**src/rtl/tone_generator.sv**
```systemverilog
// -----------------------------------------------------------------------------
// tone_generator
//
// Square-wave note generator. A half-period counter runs from 0 up to an
// active limit, and on reaching it wraps to 0 and inverts tone_out. The limit
// comes from a fixed table of base half-periods (one per note of the scale),
// shifted right by the octave select.
//
// Note changes go through a one-deep pending register. A request is taken
// when note_vld and note_rdy are both high. While the tone is running, the
// pending note is applied only at a half-period boundary, so the waveform
// never has a truncated half-period. While the tone is disabled, it is
// applied on the next cycle.
//
// Parameters
//   CNT_W    : half-period counter width (16..32)
//   OCT_W    : octave-select width; octave shift range is 0..2**OCT_W-1
//   IDLE_LVL : tone_out level while disabled or in reset
//
// Ports
//   clk      : system clock, rising edge
//   rst_n    : asynchronous active-low reset
//   en       : tone generation enable
//   note_vld : note change request
//   note     : requested note index (0=do .. 6=si, 7=do2)
//   octave   : requested octave shift
//   note_rdy : high when a request can be accepted
//   tone_out : square-wave output
//   edge_stb : one-cycle pulse aligned with each new tone_out value
//   act_note : note currently sounding
//   act_oct  : octave currently sounding
// -----------------------------------------------------------------------------
module tone_generator #(
  parameter int   CNT_W    = 16,
  parameter int   OCT_W    = 2,
  parameter logic IDLE_LVL = 1'b0
) (
  input  logic             clk,
  input  logic             rst_n,
  input  logic             en,
  input  logic             note_vld,
  input  logic [2:0]       note,
  input  logic [OCT_W-1:0] octave,
  output logic             note_rdy,
  output logic             tone_out,
  output logic             edge_stb,
  output logic [2:0]       act_note,
  output logic [OCT_W-1:0] act_oct
);

  if (CNT_W < 16 || CNT_W > 32) begin : g_bad_cnt_w
    $error("tone_generator: CNT_W must be in 16..32");
  end

  // Base half-period limits in clk cycles minus one, one per note.
  function automatic logic [15:0] base_lim(input logic [2:0] idx);
    logic [15:0] lim;
    case (idx)
      3'd0:    lim = 16'd47820;
      3'd1:    lim = 16'd42645;
      3'd2:    lim = 16'd37936;
      3'd3:    lim = 16'd35831;
      3'd4:    lim = 16'd31924;
      3'd5:    lim = 16'd28409;
      3'd6:    lim = 16'd25341;
      default: lim = 16'd23907;
    endcase
    return lim;
  endfunction

  logic [CNT_W-1:0] cnt;
  logic [CNT_W-1:0] limit;
  logic             at_lim;
  logic             accept;
  logic             apply;

  logic             pend_vld;
  logic [2:0]       pend_note;
  logic [OCT_W-1:0] pend_oct;

  // NOTE: every signal assigned in always_comb gets a value on every path
  // (here the first statement) so no latch is inferred.
  always_comb begin
    limit  = '0;
    limit  = CNT_W'(base_lim(act_note) >> act_oct);
    at_lim = (cnt == limit);
  end

  // The pending slot is the only buffering; while it is full, requests are
  // dropped rather than queued.
  assign note_rdy = ~pend_vld;
  assign accept   = note_vld & note_rdy;

  // A pending note only exists from the cycle after its acceptance, so a
  // request taken on a boundary edge cannot be applied at that same edge.
  assign apply    = pend_vld & (~en | at_lim);

  // NOTE: sequential state uses non-blocking assignments so every register
  // samples the pre-edge values of the others, independent of statement order.
  always_ff @(posedge clk or negedge rst_n) begin
    if (!rst_n) begin
      cnt       <= '0;
      tone_out  <= IDLE_LVL;
      edge_stb  <= 1'b0;
      act_note  <= '0;
      act_oct   <= '0;
      pend_vld  <= 1'b0;
      pend_note <= '0;
      pend_oct  <= '0;
    end else begin
      edge_stb <= 1'b0;

      // Disabled: park the counter so the next enable starts a full
      // half-period at the idle level.
      if (!en) begin
        cnt      <= '0;
        tone_out <= IDLE_LVL;
      end else if (at_lim) begin
        cnt      <= '0;
        tone_out <= ~tone_out;
        edge_stb <= 1'b1;
      end else begin
        cnt <= cnt + CNT_W'(1);
      end

      // apply and accept are mutually exclusive: accept needs an empty slot.
      if (apply) begin
        act_note <= pend_note;
        act_oct  <= pend_oct;
        pend_vld <= 1'b0;
      end else if (accept) begin
        pend_vld  <= 1'b1;
        pend_note <= note;
        pend_oct  <= octave;
      end
    end
  end

endmodule

```
**config.mk**
```make
export PLATFORM = sky130hd
export DESIGN_NAME = tone_generator
export DESIGN_NICKNAME = d
export VERILOG_FILES = /design/src/rtl/tone_generator.sv
export SDC_FILE = /design/constraint.sdc
export NUM_CORES = 1
export LEC_CHECK = 0
export CAP_MARGIN = 25
export CORE_MARGIN = 3
export CORE_UTILIZATION = 30
export DETAILED_ROUTE_END_ITERATION = 10
export GPL_ROUTABILITY_DRIVEN = 0
export GPL_TIMING_DRIVEN = 0
export HOLD_SLACK_MARGIN = 0.05
export SETUP_SLACK_MARGIN = 0.02
export SKIP_LAST_GASP = 1
export SYNTH_ARGS = -nofsm -noshare
export SYNTH_HDL_FRONTEND = slang
export SYNTH_SLANG_ARGS = --single-unit
```
**constraint.sdc**
```tcl
create_clock -name clk -period 7.71 [get_ports clk]
set_input_delay 1.542 -clock clk [delete_from_list [all_inputs] [get_ports clk]]
set_output_delay 1.542 -clock clk [all_outputs]
set_load 0.005 [all_outputs]
```
## Word-level counts from Yosys, hierarchy flattened

Index checks and enable logic that the tools add are counted.

| storage, ports and cells | value |
|---|---|
| flip-flop bits (word level) | 29 |
| bits in latches | 0 |
| bits in writable memories | 0 |
| ROM bits | 0 |
| bits of input ports | 9 |
| logic and storage cells | 37 |
| memories kept | 0 |

| operators by class | value |
|---|---|
| add/subtract/negate cells | 1 |
| multipliers | 0 |
| divide/modulo/power cells | 0 |
| order comparisons | 0 |
| eq/ne operators | 8 |
| shift-type cells | 1 |
| muxes and demuxes | 9 |
| bitwise gates (word level) | 7 |
| reduce and logical (&&, ||, !) cells | 3 |

Operators by type and width:

| operator | count |
|---|---|
| $pmux W16 S7 | 1 |
| $mux W16 | 2 |
| $add A16 B1 Y16 const B | 1 |
| $eq A16 B16 Y1 | 1 |
| $shr A16 B2 Y16 | 1 |
| $eq A3 B3 Y1 const B | 3 |
| $eq A3 B2 Y1 const B | 2 |
| $mux W1 | 6 |
| $not A1 Y1 | 4 |
| $eq A3 B1 Y1 const B | 1 |
| $logic_not A3 Y1 | 1 |
| $and A1 B1 Y1 | 2 |
| $ne A2 B1 Y1 const B | 1 |
| $reduce_and A2 Y1 | 1 |
| $reduce_bool A2 Y1 | 1 |
| $or A1 B1 Y1 | 1 |

## Longest topological paths before layout

| depth | value |
|---|---|
| depth after elaboration | 8 |
| gate-level depth with buffers | 13 |
| depth with buffers taken out | 8 |

## Worst setup path after synthesis

No wires, ideal clock.

| timing | value |
|---|---|
| kind | register -> register |
| start | reg act_note[0] |
| end | reg act_oct[0] |
| setup time | 0.128 ns |
| data arrival time | 2.407 ns |
| required time | 7.582 ns |
| setup slack | 5.176 ns |
| cell stages (with the launch flop) | 11 |
| path buffers | 2 |
| period minus slack after synthesis | 2.534 ns |
| cells stage by stage | dfrtp_1 > buf_6 > buf_6 > or4_1 > o221ai_1 > nor3_1 > xor2_1 > nand3_1 > nor4_4 > o21ai_2 > mux2_1 |

| on the way | value |
|---|---|
| word-level cells in the longest chain between the ends | 6 |

Ends and longest elaborated chain:

| what | line | text |
|---|---|---|
| start, declared | 47 | `output logic [2:0] act_note,` |
| start signal, assigned | 128 | `act_note <= pend_note;` |
| $eq A3 B3 Y1, or another cell as far along | 58 | `case (idx)` |
| $pmux W16 S7 * | 58 |  |
| $shr A16 B2 Y16 * | 85 | `limit = CNT_W'(base_lim(act_note) >> act_oct);` |
| $eq A16 B16 Y1 * | 86 | `at_lim = (cnt == limit);` |
| $or A1 B1 Y1 * | 96 | `assign apply = pend_vld & (~en \| at_lim);` |
| $and A1 B1 Y1 * | 96 |  |
| end signal, assigned | 129 | `act_oct <= pend_oct;` |
| end, declared | 48 | `output logic [OCT_W-1:0] act_oct` |

Mark *: on every way between the ends. The rest lies on a longest branch, timed or not.
A chain may end at the register's enable or synchronous reset.

## Final worst setup path

| timing | value |
|---|---|
| start | reg act_note[1] |
| end | reg cnt[14] |

| on the way | value |
|---|---|
| word-level cells in the longest chain between the ends | 6 |

Ends and longest elaborated chain:

| what | line | text |
|---|---|---|
| $eq A3 B3 Y1, or another cell as far along | 58 |  |
| $pmux W16 S7 * | 58 |  |
| $shr A16 B2 Y16 * | 85 |  |
| $eq A16 B16 Y1 * | 86 |  |
| $mux W16 * | 118 | `end else if (at_lim) begin` |
| $mux W16 * | 115 | `if (!en) begin` |
| end signal, assigned | 123 | `cnt <= cnt + CNT_W'(1);` |
| end, declared | 71 | `logic [CNT_W-1:0] cnt;` |

Marked as above.

==> impl_metrics.tcl <==
set metrics [dict create \
    status "complete, no violations" \
    start_kind "register" \
    viasPerCell 5.76 \
    rsz0062_at_grt "false" \
    row_count 33 \
    rr_startpoint "act_note[1]" \
    drive_gt1_share_pct 14.5 \
    max_cap_violations 0 \
    hold_slack_ps 484 \
    drt_iter0_markers 416 \
    cts_buffers 5 \
    setup-tns-final_ps 0 \
    period_share_pct 41.6 \
    final-instance-count-excl-fill 444 \
    hold_buffers 0 \
    syn_to_final_growth_pct 16.0 \
    via_count 2559 \
    drc 0 \
    path_class "register to register" \
    gr-total-overflow 0 \
    fin_nets 347 \
    synth_area_mm2 0.00264 \
    critical-path-slowest-cell "a222oi_1" \
    pre_cts_ws_ps 4660 \
    track_usage_pct 16.1 \
    drtPass1Iterations 5 \
    start_util_pct 31.5 \
    p_per_area_mw_per_mm2 359 \
    seq_area_frac_synth_pct 27.5 \
    ff2ff_path_depth 12 \
    cts_setup_buffers 0 \
    grt_antenna_before_repair 0 \
    grt_pass1_wl_mm 12.7 \
    regToRegEndpoint "cnt[14]" \
    die_h_um 99.8 \
    p_total_mw 1.10 \
    clockBufferDepth 2 \
    crit_required_ps 7880 \
    cp_num_buf_inv 4 \
    final.setup.worst_slack_ps 4500 \
    synth_edf_count 0 \
    setup_viol 0 \
    worst-r2r-setup-slack_ps 4500 \
    path_cells "clkbuf_1 > buf_2 > and2_1 > o22ai_1 > a222oi_1 > xnor2_1 > nand3_1 > nor4_4 > nand2b_1 > buf_4 > buf_6 > nor2_1" \
    cts.sinks 29 \
    p_leak_nw 1.25 \
    finalMaxSlewViolations 0 \
    min_period_ps 3210 \
    crit_fanout 10 \
    cts_tree "yes" \
    fin_util_pct 36.5 \
    crit_path_end_kind "register" \
    htreeDepth 2 \
    ys.flop_type "dfrtp_1" \
    hold_viol_final 0 \
    hp-class "register to register" \
    arrival_ps 3380 \
    syn_avg_cell_area_um2 8.43 \
    ant_nets 0 \
    async_reset_ff_share_pct 100 \
    ys_seq_elements 29 \
    max_freq_mhz 311 \
    routed_wl_mm 7.73 \
    fin_area_mm2 0.00306 \
    cts_root_buf "clkbuf_8" \
    synth_warnings 0 \
    critical_path.startpoint "act_note[1]" \
    wire_per_inst_um 17.4 \
    fin_skew_ps 9.05 \
    io_pins 17 \
    cts_resized 0 \
    clock_latency_ps 280 \
    place.port_buffers 16 \
    chipWidth_um 99.8 \
    met1_length_mm 3.43 \
    wl_met2_mm 3.47 \
    ys_types 71 \
    place_hpwl_mm 5.70 \
    path_clk_slew_ps 70 \
    core_mm2 0.00838 \
    ir_drop_mv 0.187 \
    setup.worst_path.end "cnt[14]" \
    dp_cells 435 \
    die-area_mm2 0.00996 \
    wl_met3_um 612 \
    cpLargestDelayFamily "buffers and inverters" \
    grt_max_degree 22 \
    grt_pass1_vias 2458 \
    placed_area_mm2 0.00296 \
    cp.depth 12 \
    slew_headroom_pct 59.2 \
    slowest_delay_ps 550 \
    synth_cells 313 \
    tightest_slew_ps 612 \
    synth_nets 323 \
    top_layer "met4" \
]
## state kept, by name, indices dropped and copies added (netlist names)
signal	cells
act_note	3
pend_vld	1
cnt	16
edge_stb	1
pend_oct	2
act_oct	2
tone_out	1
pend_note	3
## cell usage after synthesis (all sizes together) (2+ instances only)
cell,n,share of area [%]
dfrtp,29,27
nor2,26,3.8
buf,23,6.6
nand2,19,2.7
xor2,15,5.0
a21oi,14,2.7
nand2b,13,3.1
o21ai,13,2.6
mux2,12,5.1
xnor2,12,4.0
nor3,11,2.1
nand3,9,1.7
nand4,8,1.9
and3,7,1.7
inv,7,1.0
clkbuf,6,0.85
a211oi,5,1.4
and2,5,1.2
nor2b,5,1.2
o22ai,5,1.2
o2bb2ai,5,1.7
nor4,4,1.5
a21o,3,0.85
mux2i,3,1.1
nor3b,3,0.85
nor4b,3,1.0
o211ai,3,1.0
o21a,3,0.85
or3b,3,1.0
a2111oi,2,0.66
a22o,2,0.66
a22oi,2,0.57
and2b,2,0.62
and4b,2,0.76
nand3b,2,0.57
o21ba,2,0.76
o21bai,2,0.57
or4,2,0.57
## logic make-up (layout without fill, tap and decap cells)
family | count (synthesis) | count (layout) | share of synthesized area (%)
simple gates | 130 | 130 | 28.1
compound gates | 75 | 75 | 20.2
buf+inv | 36 | 61 | 8.48
flops | 29 | 29 | 27.5
xor+xnor | 27 | 27 | 8.96
mux | 15 | 15 | 6.26
fa+ha+maj | 1 | 1 | 0.474
other cells | 0 | 1 | 0
## cell type report
| type | count | area [um^2] |
|---|---|---|
| clock inverter | 1 | 5.00 |
| antenna | 1 | 2.50 |
| timing repair buffer | 17 | 188 |
| buffer | 29 | 198 |
| tap | 105 | 131 |
| multi-input combinational | 248 | 1690 |
| clock buffer | 7 | 96.3 |
| inverter | 7 | 26.3 |
| sequential | 29 | 726 |
| fill | 856 | 5320 |
## how the worst min path moves through the flow
stage,startpoint,end,slack [ps],cells after the start
after detailed placement,pend_note[2],act_note[2],470,1
after floorplan,pend_note[0],act_note[0],450,1
after CTS,pend_note[2],act_note[2],490,1
after global routing,pend_oct[0],act_oct[0],520,1
final,pend_note[2],act_note[2],480,1
after global placement,pend_oct[1],act_oct[1],470,1
## worst register-to-register path, cell delays in order, from the launching register on
cell and delay [ps]:
dfrtp_1 370, clkbuf_1 340, buf_2 300, and2_1 180, o22ai_1 80, a222oi_1 550
xnor2_1 210, nand3_1 150, nor4_4 390, nand2b_1 160, buf_4 160, buf_6 140
nor2_1 60
## routing by layer
layer / up-vias / track usage [%]
met5: - / 0
li1: 1199 / -
met2: 145 / 24.8
met4: 0 / 7.46
met3: 31 / 3.27
met1: 1184 / 21.6
## cells in the final DEF, fill, tap and decap left out, drive strengths merged, types with 3 or more instances in the layout
cell type and count:
clkdlybuf4s50 16, and2 5, nor2b 5, nor3b 3
nand2b 13, o211ai 3, a21oi 14, nor4 4
xnor2 12, nand2 19, mux2i 3, nand3 9
o22ai 5, mux2 12, or3b 3, o2bb2ai 5
a21o 3, and3 7, a211oi 5, nor2 26
nor3 11, buf 24, nand4 8, clkbuf 13
nor4b 3, o21ai 13, dfrtp 29, inv 7
xor2 15, o21a 3
## power by group
group,switching (mW),internal [mW]
clock,0.0567,0.0805
combinational,0.456,0.316
sequential,0.0184,0.171
No activity file was read; power rests on OpenSTA's default activity.
